`config.mk`:
```
export PLATFORM = sky130hd
export DESIGN_NAME = truth_table_prober
export DESIGN_NICKNAME = d
export VERILOG_FILES = /design/src/rtl/cello_probe_pkg.sv /design/src/rtl/truth_table_prober_sync2.sv /design/src/rtl/truth_table_prober.sv
export SDC_FILE = /design/constraint.sdc
export NUM_CORES = 1
export LEC_CHECK = 0
export CAP_MARGIN = 10
export CORE_MARGIN = 2
export CORE_UTILIZATION = 45
export CTS_CLUSTER_DIAMETER = 150
export DETAILED_ROUTE_END_ITERATION = 12
export PLACE_DENSITY = 0.75
export SLEW_MARGIN = 20
export SYNTH_ARGS = -nofsm -noshare
export SYNTH_HDL_FRONTEND = slang
export SYNTH_SLANG_ARGS = --single-unit
```
`constraint.sdc`:
```
create_clock -name clk -period 2.6 [get_ports clk]
set_input_delay 0.52 -clock clk [delete_from_list [all_inputs] [get_ports clk]]
set_output_delay 0.52 -clock clk [all_outputs]
set_load 0.03 [all_outputs]
```
`src/rtl/cello_probe_pkg.sv`:
```
// Shared types and constants for the 3-input gate truth-table prober.
package cello_probe_pkg;

    typedef enum logic [1:0] {
        IDLE,
        SWEEP,
        REPORT
    } state_e;

    localparam int N_IN   = 3;
    localparam int N_ROWS = 8;
    localparam int ID_W   = 8;

    // Row 000 lands in the MSB, row 111 in the LSB, matching the gate naming.
    function automatic logic [N_IN-1:0] row_bit(input logic [N_IN-1:0] row);
        return N_IN'(N_ROWS - 1) - row;
    endfunction

endpackage

```
`src/rtl/truth_table_prober_sync2.sv`:
```
// Two-flop synchronizer for a single asynchronous bit, reset to 0.
module sync2 (
    input  logic clk,
    input  logic rst_n,
    input  logic d,
    output logic q
);

    logic meta_q;
    logic sync_q;

    always_ff @(posedge clk or negedge rst_n) begin
        if (!rst_n) begin
            meta_q <= 1'b0;
            sync_q <= 1'b0;
        end else begin
            meta_q <= d;
            sync_q <= meta_q;
        end
    end

    assign q = sync_q;

endmodule

```
`src/rtl/truth_table_prober.sv`:
```
// Sweeps all eight input rows into a 3-input gate, samples its output after a
// settle time and assembles the recovered 8-bit truth-table ID.
//
//   state  | meaning
//   IDLE   | waiting for start, probe_in parked at 000
//   SWEEP  | holding one row for SETTLE cycles, sampling on the last
//   REPORT | one cycle: publish match and pulse valid
module truth_table_prober
    import cello_probe_pkg::*;
#(
    parameter int SETTLE = 4
) (
    input  logic            clk,
    input  logic            rst_n,
    input  logic            start,
    input  logic [ID_W-1:0] expected,
    input  logic            dut_out,
    output logic [N_IN-1:0] probe_in,
    output logic            busy,
    output logic            valid,
    output logic [ID_W-1:0] table_id,
    output logic            match
);

    generate
        if (SETTLE < 3 || SETTLE > 255) begin : g_bad_settle
            $error("truth_table_prober: SETTLE must be within 3..255");
        end
    endgenerate

    localparam logic [7:0]      RELOAD   = 8'(SETTLE - 1);
    localparam logic [N_IN-1:0] LAST_ROW = N_IN'(N_ROWS - 1);

    state_e          state_q, state_d;
    logic [N_IN-1:0] row_q, row_d;
    logic [7:0]      cnt_q, cnt_d;
    logic [N_IN-1:0] probe_q, probe_d;
    logic            busy_q, busy_d;
    logic            valid_q, valid_d;
    logic [ID_W-1:0] id_q, id_d;
    logic            match_q, match_d;
    logic [ID_W-1:0] exp_q, exp_d;
    logic            sampled;

    sync2 u_sync (
        .clk   (clk),
        .rst_n (rst_n),
        .d     (dut_out),
        .q     (sampled)
    );

    always_comb begin
        state_d = state_q;
        row_d   = row_q;
        cnt_d   = cnt_q;
        probe_d = probe_q;
        busy_d  = busy_q;
        valid_d = 1'b0;
        id_d    = id_q;
        match_d = match_q;
        exp_d   = exp_q;

        unique case (state_q)
            IDLE: begin
                if (start) begin
                    state_d = SWEEP;
                    row_d   = '0;
                    probe_d = '0;
                    cnt_d   = RELOAD;
                    exp_d   = expected;
                    id_d    = '0;
                    busy_d  = 1'b1;
                end
            end
            SWEEP: begin
                if (cnt_q != 8'd0) begin
                    cnt_d = cnt_q - 8'd1;
                end else begin
                    id_d[row_bit(row_q)] = sampled;
                    if (row_q != LAST_ROW) begin
                        row_d   = row_q + 1'b1;
                        probe_d = row_q + 1'b1;
                        cnt_d   = RELOAD;
                    end else begin
                        state_d = REPORT;
                    end
                end
            end
            REPORT: begin
                valid_d = 1'b1;
                match_d = (id_q == exp_q);
                probe_d = '0;
                busy_d  = 1'b0;
                state_d = IDLE;
            end
            default: state_d = IDLE;
        endcase
    end

    always_ff @(posedge clk or negedge rst_n) begin
        if (!rst_n) begin
            state_q <= IDLE;
            row_q   <= '0;
            cnt_q   <= '0;
            probe_q <= '0;
            busy_q  <= 1'b0;
            valid_q <= 1'b0;
            id_q    <= '0;
            match_q <= 1'b0;
            exp_q   <= '0;
        end else begin
            state_q <= state_d;
            row_q   <= row_d;
            cnt_q   <= cnt_d;
            probe_q <= probe_d;
            busy_q  <= busy_d;
            valid_q <= valid_d;
            id_q    <= id_d;
            match_q <= match_d;
            exp_q   <= exp_d;
        end
    end

    assign probe_in = probe_q;
    assign busy     = busy_q;
    assign valid    = valid_q;
    assign table_id = id_q;
    assign match    = match_q;

endmodule

```
==> impl_metrics.json <==
{
  "gp_congestion": 0.861,
  "vias": 1409,
  "grt_usage_pct": 19.3,
  "cp-start-kind": "register",
  "p_comb_share_pct": 31.4,
  "setup-tns-final_ns": 0,
  "numCtsBuffers": 5,
  "cts_setup_buffers": 0,
  "yosysWarnings": 0,
  "htreeDepth": 2,
  "ys_types": 38,
  "clock_tree.root_cell": "clkbuf_8",
  "grt_max_degree": 38,
  "overflow": 0,
  "drive_above_1_share_pct": 12.8,
  "yosys_register_bits": 37,
  "report.final.slew_viol_count": 0,
  "synthSimpleGateAreaFrac_pct": 13.0,
  "critPathRequiredTime_ns": 2.79,
  "port_buffers": 25,
  "endpoint_kind": "register",
  "synth_fa_ha_area_share_pct": 2.07,
  "cts.repair.resized": 0,
  "coreArea_um2": 3940,
  "crit_type": "reg -> reg",
  "clkPwrFrac_pct": 26.9,
  "synth.avg_cell_area_um2": 10.7,
  "ys_seq_area_share_pct": 51.0,
  "fp-row-count": 23,
  "clk_pin_slew_ns": 0.07,
  "seq_power_share_pct": 41.7,
  "async_flop_share_pct": 100,
  "dp_cells": 238,
  "fp.dieW_um": 67.5,
  "placed_cell_area_um2": 2110,
  "fin_area_um2": 2240,
  "dr.pass1.iters": 5,
  "fp.dieArea_um2": 4560,
  "p_sw_share_pct": 34.0,
  "power_density_nw_per_um2": 968,
  "cts_tree": "done",
  "max_cap_viol_count": 0,
  "tightest_slew_ns": 0.631,
  "p_int_w": 0.00143,
  "cts_hold_repair.buffers": 0,
  "wl_per_cell_um": 15.5,
  "synth_top_family_by_area": "compound AO/OA/AOI/OAI gates",
  "cpMaxStageDelayCell": "or3b_2",
  "clock_path_buffers": 2,
  "die_y_um": 67.5,
  "final_cells": 246,
  "worst_path_dominant_cell_family": "simple AND/OR/NAND/NOR gates",
  "arrival_ns": 2.43,
  "synth_cells": 170,
  "post-route-period-util_pct": 86.0,
  "drtIter0Drc": 39,
  "synthMuxAreaShare_pct": 5.58,
  "ys.flop_type": "dfrtp_1",
  "synth_fp_nets": 185,
  "worstPathMaxFanout": 8,
  "setup_viol": 0,
  "crit_buf_inv": 1,
  "hpwl_um": 2730,
  "status": "finished, final reports clean",
  "grt_pass1_wl_um": 6420,
  "antenna_cells": 0,
  "first_global_vias": 1379,
  "rsz0062_at_grt": "no",
  "synth-edff-count": 0,
  "finalNetCount": 210,
  "clock_skew_ns": 0.00615,
  "hold_violations": 0,
  "antenna_found_initial": 0,
  "ir_drop_uv": 440,
  "fillers": 324,
  "start_util_pct": 46.1,
  "synth_area_um2": 1820,
  "crit_path_cell_trace": "inv_1 > ha_1 > or3b_2 > nor3_1 > nand3_1 > o31ai_1",
  "synth_compound_area_share_pct": 20.5,
  "clk_latency_ns": 0.29,
  "hold_slack_ns": 0.355,
  "cts_sinks": 37,
  "leakagePower_nw": 0.921,
  "relSlewSlack_pct": 57.5,
  "synth-xor-area-share_pct": 3.86,
  "setup_ws_ns": 0.363,
  "via_per_inst": 5.73,
  "layout_min_cycle_time_ns": 2.24,
  "syn2layout_area_growth_pct": 23.4,
  "io_pins": 26,
  "hold_class": "reg -> reg",
  "drc": 0,
  "critPathMaxStageDelay_ns": 0.55,
  "max_freq_mhz": 447,
  "wirelength_um": 3810,
  "place_ws_ns": 0.421,
  "switchingPower_w": 0.000738,
  "ant_nets": 0
}
registers in the layout, summed over array words and instances (netlist names):
signal         cells
state_q            2
match              1
u_sync.meta_q      1
row_q              3
exp_q              8
u_sync.q           1
busy               1
table_id           8
probe_in           3
valid              1
cnt_q              8
area by class of cell:
cell class              instances  area (µm²)  area share (%)
repair buffers                 29         280            12.5
clock buffers                   5        68.8            3.07
multi-input cells             116         817            36.4
flip-flops and latches         37         926            41.3
clock inverters                 3        65.1            2.90
well taps                      50        62.6            2.79
inverters                       6        22.5            1.00
placed cells by master (no fill, tap or decap), types with 3 or more instances in the layout:
| cell | Yosys | final |
|---|---|---|
| nand2b_1 | 4 | 4 |
| nor2_1 | 5 | 5 |
| o31ai_1 | 12 | 12 |
| dfrtp_1 | 37 | 37 |
| clkdlybuf4s50_1 | 0 | 25 |
| o21a_1 | 4 | 4 |
| inv_1 | 6 | 6 |
| nand2_1 | 8 | 8 |
| mux2_2 | 9 | 9 |
| ha_1 | 3 | 3 |
| xnor2_1 | 8 | 8 |
| o21ai_0 | 11 | 11 |
| a31oi_1 | 6 | 6 |
| nor3_1 | 8 | 8 |
| a21o_1 | 5 | 5 |
| clkbuf_8 | 0 | 5 |
| or4_1 | 3 | 3 |
| buf_4 | 0 | 4 |
| a21oi_1 | 4 | 4 |
| a22o_1 | 3 | 3 |
cell usage after synthesis, drive strengths merged (2+ instances only):
cell type | count | area, µm²
a21o | 5 | 37.5
a21oi | 4 | 20.0
a22o | 5 | 46.3
a31oi | 6 | 37.5
buf | 4 | 25.0
clkbuf | 7 | 26.3
dfrtp | 37 | 926
ha | 3 | 37.5
inv | 6 | 22.5
mux2 | 9 | 101
nand2 | 8 | 30.0
nand2b | 4 | 25.0
nand4 | 2 | 12.5
nor2 | 5 | 18.8
nor2b | 2 | 12.5
nor3 | 8 | 40.0
nor3b | 2 | 15.0
nor4 | 2 | 12.5
o21a | 4 | 30.0
o21ai | 12 | 60.1
o221ai | 2 | 17.5
o31ai | 12 | 90.1
or4 | 3 | 22.5
xnor2 | 8 | 70.1
per-stage QoR:
stage	util, %	total power [W]
final	56.9	0.00217
after global routing	56.9	0.00231
after CTS	56.9	0.00218
after detailed placement	53.5	0.00159
after global placement	53.5	0.00156
after floorplan	-	0.00138
power by group through the flow:
stage / logic [W] / clock network, W / registers [W]
global route: 0.000757 / 0.000623 / 0.000934
CTS: 0.000687 / 0.000592 / 0.000905
global placement: 0.000658 / 0 / 0.000900
detailed placement: 0.000681 / 0 / 0.000912
floorplan: 0.000453 / 0 / 0.000929
finish: 0.000682 / 0.000583 / 0.000906
cells by family after synthesis:
logic type               after synthesis
AO/OA/AOI/OAI                         54
AND/OR/NAND/NOR                       42
flip-flops                            37
buffers and inverters                 17
multiplexers                           9
XOR/XNOR                               8
adder cells (fa/ha/maj)                3
routing by layer:
layer / GRT usage (%) / wire length [µm]
met2: 31.9 / 1890
met4: 9.18 / 53
met1: 24.0 / 1670
met5: 0 / 0
met3: 4.00 / 197
path summary, 6_finish.rpt:
check	from	to	slack, ns	cells past startpoint
max in group asynchronous	rst_n	table_id[2]	1.65	2
hold / removal	u_sync.meta_q	u_sync.q	0.36	0
hold reg to reg	u_sync.meta_q	u_sync.q	0.36	0
setup / recovery	cnt_q[1]	table_id[3]	0.36	6
min in group asynchronous	rst_n	cnt_q[4]	0.64	2
setup reg to reg	cnt_q[1]	table_id[3]	0.36	6
No activity file was read; power rests on OpenSTA's default activity.
